### config.mk
export PLATFORM = sky130hd
export DESIGN_NAME = divider_unit
export DESIGN_NICKNAME = d
export VERILOG_FILES = /design/src/rtl/divider_pkg.sv /design/src/rtl/div_step.sv /design/src/rtl/divider_unit.sv
export SDC_FILE = /design/constraint.sdc
export NUM_CORES = 1
export LEC_CHECK = 0
export CAP_MARGIN = 20
export CORE_ASPECT_RATIO = 1.2
export CORE_MARGIN = 2
export CORE_UTILIZATION = 40
export DETAILED_ROUTE_END_ITERATION = 10
export PLACE_DENSITY = 0.68
export SLEW_MARGIN = 30
export SYNTH_ARGS = -nofsm -noshare
export SYNTH_HDL_FRONTEND = slang
export SYNTH_SLANG_ARGS = --single-unit
### constraint.sdc
create_clock -name clock -period 6.7 [get_ports clock]
set_input_delay 1.34 -clock clock [delete_from_list [all_inputs] [get_ports clock]]
set_output_delay 1.34 -clock clock [all_outputs]
set_load 0.1 [all_outputs]
### src/rtl/divider_pkg.sv
// Shared types and constants for the iterative restoring divider.
package divider_pkg;

  localparam int unsigned DIV_WIDTH     = 32;
  localparam int unsigned DIV_CNT_WIDTH = 6;

  typedef enum logic [1:0] {
    ST_IDLE = 2'd0,
    ST_ZERO = 2'd1,
    ST_RUN  = 2'd2,
    ST_DONE = 2'd3
  } div_state_t;

  // Quotient reported for a zero divisor (all ones at any width).
  localparam logic [DIV_WIDTH-1:0] DIV_BY_ZERO_LO = '1;

endpackage

### src/rtl/div_step.sv
// One radix-2 restoring iteration: shift in a dividend bit, trial-subtract the divisor.
module div_step
  import divider_pkg::*;
#(
  parameter int unsigned WIDTH = DIV_WIDTH
) (
  input  logic [WIDTH-1:0] rem,
  input  logic             dvd_bit,
  input  logic [WIDTH-1:0] divisor,
  output logic [WIDTH-1:0] rem_next_c,
  output logic             q_bit_c
);

  logic [WIDTH:0] shifted;
  logic [WIDTH:0] diff;

  // rem < divisor holds, so the trial difference is either < divisor or negative.
  assign shifted    = {rem, dvd_bit};
  assign diff       = shifted - {1'b0, divisor};
  assign q_bit_c    = ~diff[WIDTH];
  assign rem_next_c = q_bit_c ? diff[WIDTH-1:0] : shifted[WIDTH-1:0];

endmodule

### src/rtl/divider_unit.sv
// DIV/DIVU unit beside EX: FSM, iteration counter, sign fix-up and HI/LO result registers.
// Optional: define DIVIDER_EARLY_OUT_EN to finish |a| < |b| in one cycle.
module divider_unit
  import divider_pkg::*;
#(
  parameter int unsigned WIDTH     = DIV_WIDTH,
  parameter int unsigned CNT_WIDTH = DIV_CNT_WIDTH
) (
  input  logic             clock,
  input  logic             reset,
  input  logic             start,
  input  logic             signed_div,
  input  logic [WIDTH-1:0] operand_a,
  input  logic [WIDTH-1:0] operand_b,
  input  logic             cancel,
  output logic             busy,
  output logic             done,
  output logic [WIDTH-1:0] result_lo,
  output logic [WIDTH-1:0] result_hi
);

  div_state_t           state_q, state_d;
  logic                 busy_q, busy_d;
  logic                 done_q, done_d;
  logic [WIDTH-1:0]     lo_q, lo_d;
  logic [WIDTH-1:0]     hi_q, hi_d;
  logic [CNT_WIDTH-1:0] cnt_q, cnt_d;
  logic [WIDTH-1:0]     dvd_q, dvd_d;
  logic [WIDTH-1:0]     rem_q, rem_d;
  logic [WIDTH-1:0]     dvs_q, dvs_d;
  logic                 quot_neg_q, quot_neg_d;
  logic                 rem_neg_q, rem_neg_d;
  logic                 dbz_q, dbz_d;

  logic                 a_neg, b_neg;
  logic [WIDTH-1:0]     a_mag, b_mag;
  logic                 early_c;
  logic [WIDTH-1:0]     step_rem;
  logic                 step_q;
  logic [WIDTH-1:0]     quot_c;

  assign a_neg = signed_div & operand_a[WIDTH-1];
  assign b_neg = signed_div & operand_b[WIDTH-1];
  assign a_mag = a_neg ? (~operand_a + WIDTH'(1)) : operand_a;
  assign b_mag = b_neg ? (~operand_b + WIDTH'(1)) : operand_b;

`ifdef DIVIDER_EARLY_OUT_EN
  assign early_c = (operand_b != '0) && (a_mag < b_mag);
`else
  assign early_c = 1'b0;
`endif

  div_step #(.WIDTH(WIDTH)) u_step (
    .rem        (rem_q),
    .dvd_bit    (dvd_q[WIDTH-1]),
    .divisor    (dvs_q),
    .rem_next_c (step_rem),
    .q_bit_c    (step_q)
  );

  assign quot_c = {dvd_q[WIDTH-2:0], step_q};

  // Next-state and next-output logic; cancel overrides everything, including start.
  always_comb begin
    state_d    = state_q;
    busy_d     = busy_q;
    done_d     = 1'b0;
    lo_d       = lo_q;
    hi_d       = hi_q;
    cnt_d      = cnt_q;
    dvd_d      = dvd_q;
    rem_d      = rem_q;
    dvs_d      = dvs_q;
    quot_neg_d = quot_neg_q;
    rem_neg_d  = rem_neg_q;
    dbz_d      = dbz_q;

    if (cancel) begin
      state_d = ST_IDLE;
      busy_d  = 1'b0;
    end else begin
      case (state_q)
        ST_IDLE, ST_DONE: begin
          busy_d = 1'b0;
          if (start) begin
            busy_d     = 1'b1;
            cnt_d      = '0;
            rem_d      = '0;
            dvs_d      = b_mag;
            quot_neg_d = a_neg ^ b_neg;
            rem_neg_d  = a_neg;
            dbz_d      = (operand_b == '0);
            if ((operand_b == '0) || early_c) begin
              // Short path keeps the raw dividend: it becomes the remainder as-is.
              state_d = ST_ZERO;
              dvd_d   = operand_a;
            end else begin
              state_d = ST_RUN;
              dvd_d   = a_mag;
            end
          end else begin
            state_d = ST_IDLE;
          end
        end
        ST_ZERO: begin
          state_d = ST_DONE;
          busy_d  = 1'b0;
          done_d  = 1'b1;
          lo_d    = dbz_q ? {WIDTH{DIV_BY_ZERO_LO[0]}} : '0;
          hi_d    = dvd_q;
        end
        ST_RUN: begin
          rem_d = step_rem;
          dvd_d = quot_c;
          cnt_d = cnt_q + CNT_WIDTH'(1);
          if (cnt_d == CNT_WIDTH'(WIDTH)) begin
            state_d = ST_DONE;
            busy_d  = 1'b0;
            done_d  = 1'b1;
            lo_d    = quot_neg_q ? (~quot_c + WIDTH'(1)) : quot_c;
            hi_d    = rem_neg_q ? (~step_rem + WIDTH'(1)) : step_rem;
          end
        end
        default: begin
          state_d = ST_IDLE;
          busy_d  = 1'b0;
        end
      endcase
    end
  end

  // State, datapath and output registers.
  always_ff @(posedge clock or negedge reset) begin
    if (!reset) begin
      state_q    <= ST_IDLE;
      busy_q     <= 1'b0;
      done_q     <= 1'b0;
      lo_q       <= '0;
      hi_q       <= '0;
      cnt_q      <= '0;
      dvd_q      <= '0;
      rem_q      <= '0;
      dvs_q      <= '0;
      quot_neg_q <= 1'b0;
      rem_neg_q  <= 1'b0;
      dbz_q      <= 1'b0;
    end else begin
      state_q    <= state_d;
      busy_q     <= busy_d;
      done_q     <= done_d;
      lo_q       <= lo_d;
      hi_q       <= hi_d;
      cnt_q      <= cnt_d;
      dvd_q      <= dvd_d;
      rem_q      <= rem_d;
      dvs_q      <= dvs_d;
      quot_neg_q <= quot_neg_d;
      rem_neg_q  <= rem_neg_d;
      dbz_q      <= dbz_d;
    end
  end

  assign busy      = busy_q;
  assign done      = done_q;
  assign result_lo = lo_q;
  assign result_hi = hi_q;

endmodule
-- Word-level counts from Yosys, hierarchy flattened
Index checks and enable logic that the tools add are counted.
- add/sub/neg operators: 6
- mux-type cells: 29
- div/mod/pow operators: 0
- equality and inequality tests: 7
- shifts and indexed selects: 0
- reductions and logical operators: 8
- bitwise operators: 9
- multiply operators: 0
- magnitude comparators: 0
- operator list (kind ; count):
    $mux W32 ; 11
    $pmux W32 S2 ; 4
    $add A32 B1 Y32 const B ; 4
    $not A32 Y32 ; 4
    $sub A33 B32 Y33 ; 1
    $logic_not A32 Y1 ; 1
    $pmux W6 S2 ; 1
    $reduce_and A3 Y1 ; 3
    $mux W2 ; 4
    $add A6 B1 Y6 const B ; 1
    $eq A6 B6 Y1 const B ; 1
    $mux W6 ; 1
    $pmux W2 S3 ; 1
    $mux W1 ; 5
    $eq A2 B2 Y1 const B ; 2
    $ne A2 B2 Y1 const B ; 2
    $reduce_bool A2 Y1 ; 2
    $ne A3 B3 Y1 const B ; 1
    $pmux W1 S3 ; 1
    $and A1 B1 Y1 ; 2
    $eq A2 B1 Y1 const B ; 1
    $logic_not A2 Y1 ; 1
    $not A1 Y1 ; 2
    $pmux W1 S2 ; 1
    2 further kinds ; 2
- input bits: 69
- memories: 0
- ROM bits: 0
- memory bits (writable): 0
- register bits after elaboration: 173
- output and inout port bits: 66
- latch bits: 0

-- Longest topological paths before layout
Gate-level depths: netlist of the first run.
- depth in word-level cells: 7
- depth in mapped cells: 23
- gate-level depth less buffers: 21

-- Modules after synthesis
From an unflattened synthesis of the first run, not the netlist that was laid out.
- cell total of the unflattened synthesis: 1444
- area total of the unflattened synthesis: 12328.1 µm²
- by module, submodules not included (module ; instances ; area each (µm²) ; cells an instance):
    divider_unit ; 1 ; 9977.1 ; 1138
    div_step ; 1 ; 2351.0 ; 306

-- Worst setup path before layout of the first run
No wires, ideal clock.
- kind: register to register
- start point: register dvd_q[31]
- end point: register hi_q[30] (netlist: result_hi[30])
- data arrival time: 4.515 ns
- data required time: 6.562 ns
- path buffers: 2
- period minus slack after synthesis: 4.652 ns
- setup time: 0.138 ns
- stages on the path, launching flop included: 24
- path slack: 2.048 ns
- cell sequence: dfrtp_1 > inv_1 > ha_1 > fa_1 > nand2b_1 > a211oi_1 > o21ai_1 > a21oi_1 > o21a_1 > nor2_2 > inv_2 > clkbuf_1 > clkbuf_1 > nor2_1 > a21oi_1 > ha_1 > nand3_1 > or4_1 > a21oi_1 > a31o_2 > nand2_1 > o31ai_1 > xnor2_1 > a21oi_1
- word-level cells in the longest chain between the ends: 7
- RTL lines (item ; RTL line ; text):
    start: declaration ; divider_unit.sv:28 ; logic [WIDTH-1:0] dvd_q, dvd_d;
    start signal: assignment ; divider_unit.sv:154 ; dvd_q <= dvd_d;
    $sub A33 B32 Y33 ; div_step.sv:19 ; assign diff = shifted - {1'b0, divisor};
    $mux W32 (*) ; div_step.sv:21 ; assign rem_next_c = q_bit_c ? diff[WIDTH-1:0] : shifted[WIDTH-1:0];
    $not A32 Y32 ; divider_unit.sv:121 ; hi_d = rem_neg_q ? (~step_rem + WIDTH'(1)) : step_rem;
    $add A32 B1 Y32 ; divider_unit.sv:121 ;
    $mux W32 (*) ; divider_unit.sv:121 ;
    $mux W32 (*) ; divider_unit.sv:116 ; if (cnt_d == CNT_WIDTH'(WIDTH)) begin
    $pmux W32 S2 (*) ; divider_unit.sv:82 ; case (state_q)
    end signal: assignment ; divider_unit.sv:152 ; hi_q <= hi_d;
    end: declaration ; divider_unit.sv:26 ; logic [WIDTH-1:0] hi_q, hi_d;
Every way passes the cells marked *; elsewhere a longest branch is shown, timed or not. The select of a mux whose other input is x is not followed.
A chain may end at the register's enable or synchronous reset.

-- Worst setup path after layout of the first run
- start point: input port operand_b[0]
- end point: register dvd_q[12]
- word-level cells in the longest chain between the ends: 4
- RTL lines (item ; RTL line ; text):
    start: declaration ; divider_unit.sv:14 ; input logic [WIDTH-1:0] operand_b,
    $logic_not A32 Y1 ; divider_unit.sv:93 ; if ((operand_b == '0) || early_c) begin
    $mux W32 ; divider_unit.sv:93 ;
    $mux W32 ; divider_unit.sv:85 ; if (start) begin
    $pmux W32 S2 ; divider_unit.sv:82 ;
No other way between the ends. The select of a mux whose other input is x is not followed.

==> out/results.tsv, run 1 <==
stage	metric	value	unit
timing	Final Hold Viols	0	
timing	Worst Tran Pin Value	0.986	ns
placed_design	input/output buffers	134	
logic_synthesis	Mapped Cells	1549	
logic_synthesis	flops & latches, synth	173	
placed_design	Routability Congestion	0.911	
critical_path	crit path DAT	5.43	ns
timing	max-slew violation count	0	
logic_synthesis	share of flip-flops with an asynchronous set or reset	1.00	
power	logic gate share of total power	0.599	
critical_path	slowest stage delay, CP	0.77	ns
logic_synthesis	top cell type by total area after synthesis	dfrtp_1	
layout	layout cell share with drive strength beyond 1	0.0617	
critical_path	slowest CP cell	nor3_1	
critical_path	critical path class	in -> reg	
clock_network	clk sinks	173	
route	Via density	5.72	
power	switching power	0.00402	W
clock_network	TritonCTS Buffers	17	
hold_path	Hold Crit Class	reg -> reg	
power	sequential share of power	0.256	
route	final WL	38000	um
layout	fin cells	2039	
clock_network	clk buf depth	2	
floorplanning	Site Rows	71	
logic_synthesis	synthesized cell area	12600	um2
timing	RSZ-0062 raised after global routing	false	
route	Post-DRT Antenna Nets	0	
logic_synthesis	sequential-to-total area share from yosys stat	0.343	
floorplanning	Die H	199	um
route	1st-iter DRT viols	1007	
placed_design	hpwl dp	29000	um
critical_path	cell family with most CP delay	simple AND/OR/NAND/NOR gates	
global_routing	Tot GR Track Use	0.231	
timing	achievable frequency	195	MHz
floorplanning	die area	33000	um2
power	Cell Pwr Density	503	nW/um2
global_routing	vias in the first global route	11100	
clock_network	CTS Root Cell	clkbuf_16	
clock_network	H-tree Lvls	4	
floorplanning	Initial Util	0.405	
clock_network	CTS tree	built	
power	leakage	6.12	nW
global_routing	largest net degree at the start of global routing	73	
critical_path	worst path required time	7.00	ns
critical_path	Crit Path Max Fanout	13	
clock_network	worst skew pair latency	0.45	ns
critical_path	startpoint types	input port	
power	Clock power frac	0.145	
route	Via Count	11700	
global_routing	Overflow after GRT	0	
logic_synthesis	share of the synthesized area in the top cell type	0.343	
route	DR DRC count	0	
layout	Final nets	1734	
timing	setup violators final	0	
timing	final worst path period share	0.765	
logic_synthesis	dominant synthesized flop cell	dfrtp_1	
floorplanning	Die X	166	um
route	Pre-Repair DR Iteration Count	6	
clock_network	cts hold-fix bufs	0	
power	Peak VDD IR	0.461	mV
clock_network	setup bufs post-CTS	0	
run	Max-Cap Viols	0	
logic_synthesis	Yosys warning count	0	
layout	commonest non-fill, non-tap cell in the layout	nand2_1	
placed_design	dpl cells	2007	
power	switching share of power	0.540	
timing	Tmin final	5.13	ns
status	outcome	finished, final reports clean	
floorplanning	Top Ports	135	
timing	Final Skew	0.0118	ns
critical_path	worst path cell trace	clkdlybuf4s50_1 > inv_1 > ha_1 > or3b_2 > nor4_1 > nand3b_1 > buf_4 > nor3_1 > nand2_1 > nand3_1 > nor2_1 > xnor2_1 > o21ai_0 > o21ai_0	
critical_path	Top cell by count, worst path	o21ai_0	
timing	total negative slack	0	ns
critical_path	Buf/Inv on CP	3	
layout	most frequent cells in the layout	217 x nand2_1, 187 x o21ai_0, 173 x dfrtp_1, 133 x clkdlybuf4s50_1, 121 x a21oi_1	
clock_network	Worst-path clk slew	0.07	ns
logic_synthesis	Synth area leaders	dfrtp_1 34%, o21ai_0 7.4%, nand2_1 6.5%	
logic_synthesis	Avg Inst Size Synth	8.14	um2
logic_synthesis	Post-Syn Nets	1658	
layout	ANT cells	0	
clock_network	post_cts resized	0	
layout	Syn-to-layout area delta	17.2	%
layout	fillers	3048	
timing	headroom to the max-slew limit	0.341	
floorplanning	core area	31200	um2
route	WL per Instance	18.6	um
global_routing	initial antenna violation count	0	
global_routing	global-route wire length before repair	60900	um
critical_path	critical path endpoint category	flip-flop	
power	Internal	0.00342	W
logic_synthesis	post-synth cell types	85	
logic_synthesis	EDFF count, synth	0	
## final timing paths
path	start	end	slack (ns)	cells past startpoint
max in group asynchronous	reset	dvs_q[25]	4.61	2
setup / recovery	operand_b[0]	dvd_q[12]	1.57	14
min in group asynchronous	reset	result_lo[9]	0.82	1
setup reg to reg	dvd_q[31]	result_hi[30]	1.87	20
hold / removal	dvs_q[11]	dvs_q[11]	0.48	2
hold reg to reg	dvs_q[11]	dvs_q[11]	0.48	2
## cells by family after synthesis
group,Yosys count,share of synthesized area
AND/OR/NAND/NOR,504,0.190
adder cells (fa/ha/maj),40,0.0403
XOR/XNOR,126,0.0875
buffers and inverters,152,0.0528
AO/OA/AOI/OAI,504,0.245
flip-flops,173,0.343
multiplexers,50,0.0408
## final cells by class
| class | instances | area, um2 | share of cell area |
|---|---|---|---|
| clock buffers | 17 | 425 | 0.0288 |
| clock inverters | 15 | 198 | 0.0134 |
| inverters | 61 | 229 | 0.0155 |
| multi-input cells | 1224 | 7650 | 0.518 |
| flip-flops and latches | 173 | 4330 | 0.293 |
| well taps | 401 | 502 | 0.0339 |
| repair buffers | 148 | 1450 | 0.0979 |
## synthesized netlist by cell type (17+ instances only)
master / n
nand2_1: 217
xor2_1: 58
mux2i_1: 39
o21ai_1: 21
o31ai_1: 25
a31oi_1: 17
ha_1: 39
xnor2_1: 68
nor3_1: 38
inv_1: 60
nand3_1: 23
or3_1: 21
o21ai_0: 187
a21o_1: 18
nor2_1: 92
nand2b_1: 18
dfrtp_1: 173
a21oi_1: 121
clkbuf_1: 65
## power by group through the flow
stage	combinational, W	clock (W)	sequential (W)
finish	0.00446	0.00108	0.00190
global route	0.00484	0.00113	0.00195
CTS	0.00445	0.00109	0.00190
detailed placement	0.00443	0	0.00191
global placement	0.00437	0	0.00190
floorplan	0.00236	0	0.00283
## state kept, by name, indices dropped and copies added (netlist names)
signal      cells
dvd_q          32
dvs_q          32
rem_q          32
result_hi      32
result_lo      32
cnt_q           6
state_q         2
busy            1
dbz_q           1
done            1
quot_neg_q      1
rem_neg_q       1
## metal layers
| layer | part of all wire | global-route usage | vias up |
|---|---|---|---|
| met4 | 0.050 | 0.119 | 0 |
| li1 | - | - | 5687 |
| met2 | 0.46 | 0.382 | 402 |
| met3 | 0.057 | 0.0326 | 66 |
| met5 | 0 | 0 | - |
| met1 | 0.43 | 0.296 | 5502 |
## worst register-to-register path, delay by kind of cell, from the launching register on
kind | cells | cell delay [ns]
xor gates and xnor gates | 1 | 0.17
and+or+nand+nor | 5 | 0.93
adders and majority gates | 3 | 0.92
buffers and inverters | 3 | 0.35
DFF | 1 | 0.37
AOI/OAI and AO/OA | 8 | 1.96
## per-stage QoR
stage | power (W) | instance area [um2] | setup slack, ns | hold slack, ns | util
after global placement | 0.00628 | 14200 | 1.38 | 0.463 | 0.454
after global routing | 0.00792 | 14800 | 1.21 | 0.497 | 0.474
final | 0.00744 | 14800 | 1.57 | 0.478 | 0.474
after floorplan | 0.00519 | 12600 | 2.05 | 0.450 | -
after detailed placement | 0.00635 | 14200 | 1.25 | 0.465 | 0.454
after CTS | 0.00743 | 14800 | 1.74 | 0.482 | 0.474
No activity file was read; power rests on OpenSTA's default activity.
==> run 2: changes to the inputs <==
==> constraint.sdc (replaced) <==
create_clock -name clock -period 4.86 [get_ports clock]
set_input_delay 0.972 -clock clock [delete_from_list [all_inputs] [get_ports clock]]
set_output_delay 0.972 -clock clock [all_outputs]
set_load 0.1 [all_outputs]
==> run 2 against run 1 <==
  * Die area did not move
  * Combinational power up 43%
  * Critical path depth grew 7
  * Cell count is 1.5% higher
  * Clock skew up 0.0019 ns
  * First-iteration DRC count down 0.99%
  * Non-clock buffer count up 30
  * Clock power rose by 30%
  * Worst setup slack lost 1.2 ns
  * Hold slack got worse by 0.0015 ns
  * Sequential power is 37% higher
==> out/results.tsv, run 2 (same netlist as run 1, synthesis figures left out) <==
stage	metric	value	unit	change
global_routing	initial antenna violation count	0		unchanged
clock_network	TritonCTS Buffers	17		unchanged
critical_path	Crit Path Max Fanout	6		was 13
placed_design	pre-CTS WS	0.296	ns	was 1.25 ns
route	DR DRC count	0		unchanged
power	Internal	0.00477	W	was 0.00342 W
power	Clock power frac	0.135		was 0.145
critical_path	worst setup path start	dvd_q[31]		was operand_b[0]
route	Met3 Wirelength	2360	um	was 2180 um
layout	FF/Latch Area	4330	um2	unchanged
clock_network	worst skew pair latency	0.45	ns	about the same
critical_path	critical path class	reg -> reg		was in -> reg
clock_network	CTS Root Cell	clkbuf_16		unchanged
timing	final setup margin	0.390	ns	was 1.57 ns
global_routing	largest net degree at the start of global routing	83		was 73
clock_network	Worst-path clk slew	0.07	ns	about the same
clock_network	H-tree Lvls	4		unchanged
critical_path	FF-to-FF path depth	21		was 20
route	WL per Instance	19.3	um	was 18.6 um
route	1st-iter DRT viols	997		was 1007
timing	setup violators final	0		unchanged
critical_path	critical path endpoint category	flip-flop		unchanged
power	switching power	0.00562	W	was 0.00402 W
floorplanning	Top Ports	135		unchanged
placed_design	Placed Area	14400	um2	was 14200 um2
floorplanning	Initial Util	0.405		unchanged
critical_path	R2R Setup Slk	0.39	ns	was 1.87 ns
status	outcome	finished, final reports clean		unchanged
floorplanning	core area	31200	um2	unchanged
critical_path	slowest CP cell	nor4b_1		was nor3_1
route	Post-DRT Antenna Nets	0		unchanged
layout	area occupied by multi-input gates	7660	um2	was 7650 um2
run	Max-Cap Viols	0		unchanged
power	Cell Pwr Density	694	nW/um2	was 503 nW/um2
layout	final instance area	15000	um2	was 14800 um2
global_routing	global-route wire length before repair	63200	um	was 60900 um
layout	layout cell share with drive strength beyond 1	0.0785		was 0.0617
global_routing	Overflow after GRT	0		unchanged
floorplanning	die area	33000	um2	unchanged
route	routed wl met2	18700	um	was 17600 um
critical_path	Critical Path End	result_hi[30]		was dvd_q[12]
clock_network	CTS tree	built		unchanged
clock_network	clk sinks	173		unchanged
power	leakage	6.25	nW	was 6.12 nW
placed_design	dpl cells	2037		was 2007
floorplanning	Site Rows	71		unchanged
clock_network	cts hold-fix bufs	0		unchanged
route	wl on met1	16900	um	was 16300 um
layout	Syn-to-layout area delta	18.8	%	was 17.2%
global_routing	Tot GR Track Use	0.241		was 0.231
timing	total negative slack	0	ns	unchanged
floorplanning	Die X	166	um	unchanged
hold_path	Hold Crit Class	reg -> reg		unchanged
power	logic gate share of total power	0.615		was 0.599
clock_network	clk buf depth	2		unchanged
power	Peak VDD IR	0.550	mV	was 0.461 mV
timing	RSZ-0062 raised after global routing	false		unchanged
clock_network	setup bufs post-CTS	0		unchanged
timing	final worst path period share	0.920		
layout	Final nets	1764		was 1734
critical_path	worst path required time	5.15	ns	was 7.00 ns
route	Via density	5.77		was 5.72
floorplanning	Die H	199	um	unchanged
global_routing	vias in the first global route	11500		was 11100
route	final WL	39900	um	was 38000 um
power	sequential share of power	0.250		was 0.256
layout	fillers	3030		was 3048
layout	commonest non-fill, non-tap cell in the layout	nand2_1		unchanged
route	highest metal used	met4		unchanged
critical_path	crit path DAT	4.76	ns	was 5.43 ns
critical_path	slowest stage delay, CP	0.48	ns	was 0.77 ns
timing	headroom to the max-slew limit	0.323		was 0.341
timing	Final Skew	0.0137	ns	was 0.0118 ns
layout	fin cells	2069		was 2039
timing	Worst Tran Pin Value	1.01	ns	was 0.986 ns
route	Via Count	11900		was 11700
placed_design	input/output buffers	134		unchanged
critical_path	reg2reg start	dvd_q[31]		unchanged
timing	Final Hold Viols	0		unchanged
layout	most frequent cells in the layout	216 x nand2_1, 187 x o21ai_0, 173 x dfrtp_1, 133 x clkdlybuf4s50_1, 119 x a21oi_1		was 217 x nand2_1, 187 x o21ai_0, 173 x dfrtp_1, 133 x clkdlybuf4s50_1, 121 x a21oi_1
power	switching share of power	0.541		was 0.540
placed_design	hpwl dp	30700	um	was 29000 um
route	Pre-Repair DR Iteration Count	6		unchanged
layout	final core utilization	0.481		was 0.474
timing	max-slew violation count	0		unchanged
placed_design	Routability Congestion	0.915		was 0.911
timing	Tmin final	4.47	ns	
layout	ANT cells	0		unchanged
critical_path	worst path cell trace	inv_1 > ha_1 > fa_1 > nand2b_1 > a211oi_1 > buf_4 > o21ai_1 > a21oi_2 > nor3_1 > nor2_4 > inv_2 > buf_4 > a21oi_1 > ha_1 > inv_1 > nor4b_1 > a31o_2 > nand2_1 > o31ai_1 > xnor2_1 > a21oi_1		was clkdlybuf4s50_1 > inv_1 > ha_1 > or3b_2 > nor4_1 > nand3b_1 > buf_4 > nor3_1 > nand2_1 > nand3_1 > nor2_1 > xnor2_1 > o21ai_0 > o21ai_0
critical_path	startpoint types	flip-flop		was input port
critical_path	RR Endpoint	result_hi[30]		unchanged
timing	achievable frequency	224	MHz	
[run 2: power groups by stage]
stage          Combinational, W  Sequential, W  Clock, W
3_3_place_gp            0.00627        0.00259         0
5_1_grt                 0.00690        0.00265   0.00148
4_1_cts                 0.00636        0.00259   0.00142
6_report                0.00640        0.00260   0.00140
3_5_place_dp            0.00634        0.00261         0
2_1_floorplan           0.00325        0.00390         0
[run 2: area by class of cell]
class	instances	area share
inverter	61	0.0153
sequential	173	0.289
tap	401	0.0335
clock inverter	13	0.0105
clock buffer	19	0.0289
timing repair buffer	178	0.112
multi-input combinational	1224	0.511
[run 2: worst max-delay path, delay by kind of cell (launching register included)]
family	cells	cell delay, ns
XOR/XNOR	1	0.15
flip-flops	1	0.38
buffers and inverters	5	0.50
AO/OA/AOI/OAI	7	1.38
adder cells (fa/ha/maj)	3	0.84
AND/OR/NAND/NOR	5	1.06
[run 2: metal layers]
metal  global-route usage  vias to the layer above
met1                0.306                     5620
met5                    0                        -
met3               0.0332                       93
met4                0.120                        0
met2                0.406                      484
li1                     -                     5746
[run 2: worst min path at each step]
stage	startpoint	end	slack (ns)	depth (start not counted)
global placement	result_lo[7]	result_lo[7]	0.46	1
CTS	result_lo[8]	result_lo[8]	0.48	1
detailed placement	result_lo[8]	result_lo[8]	0.47	1
global route	result_lo[7]	result_lo[7]	0.49	1
floorplan	dvs_q[10]	dvs_q[10]	0.45	2
finish	result_lo[8]	result_lo[8]	0.48	1
[run 2: repair_timing]
action	4_1_cts	5_1_grt
endpoints found under the setup margin	0	2
hold endpoints to repair	0	0
resized for setup	0	1
[run 2: metrics by stage]
stage | hold slack [ns] | total power, W
floorplan | 0.450 | 0.00716
finish | 0.476 | 0.0104
global route | 0.494 | 0.0110
CTS | 0.481 | 0.0104
global placement | 0.462 | 0.00886
detailed placement | 0.466 | 0.00895
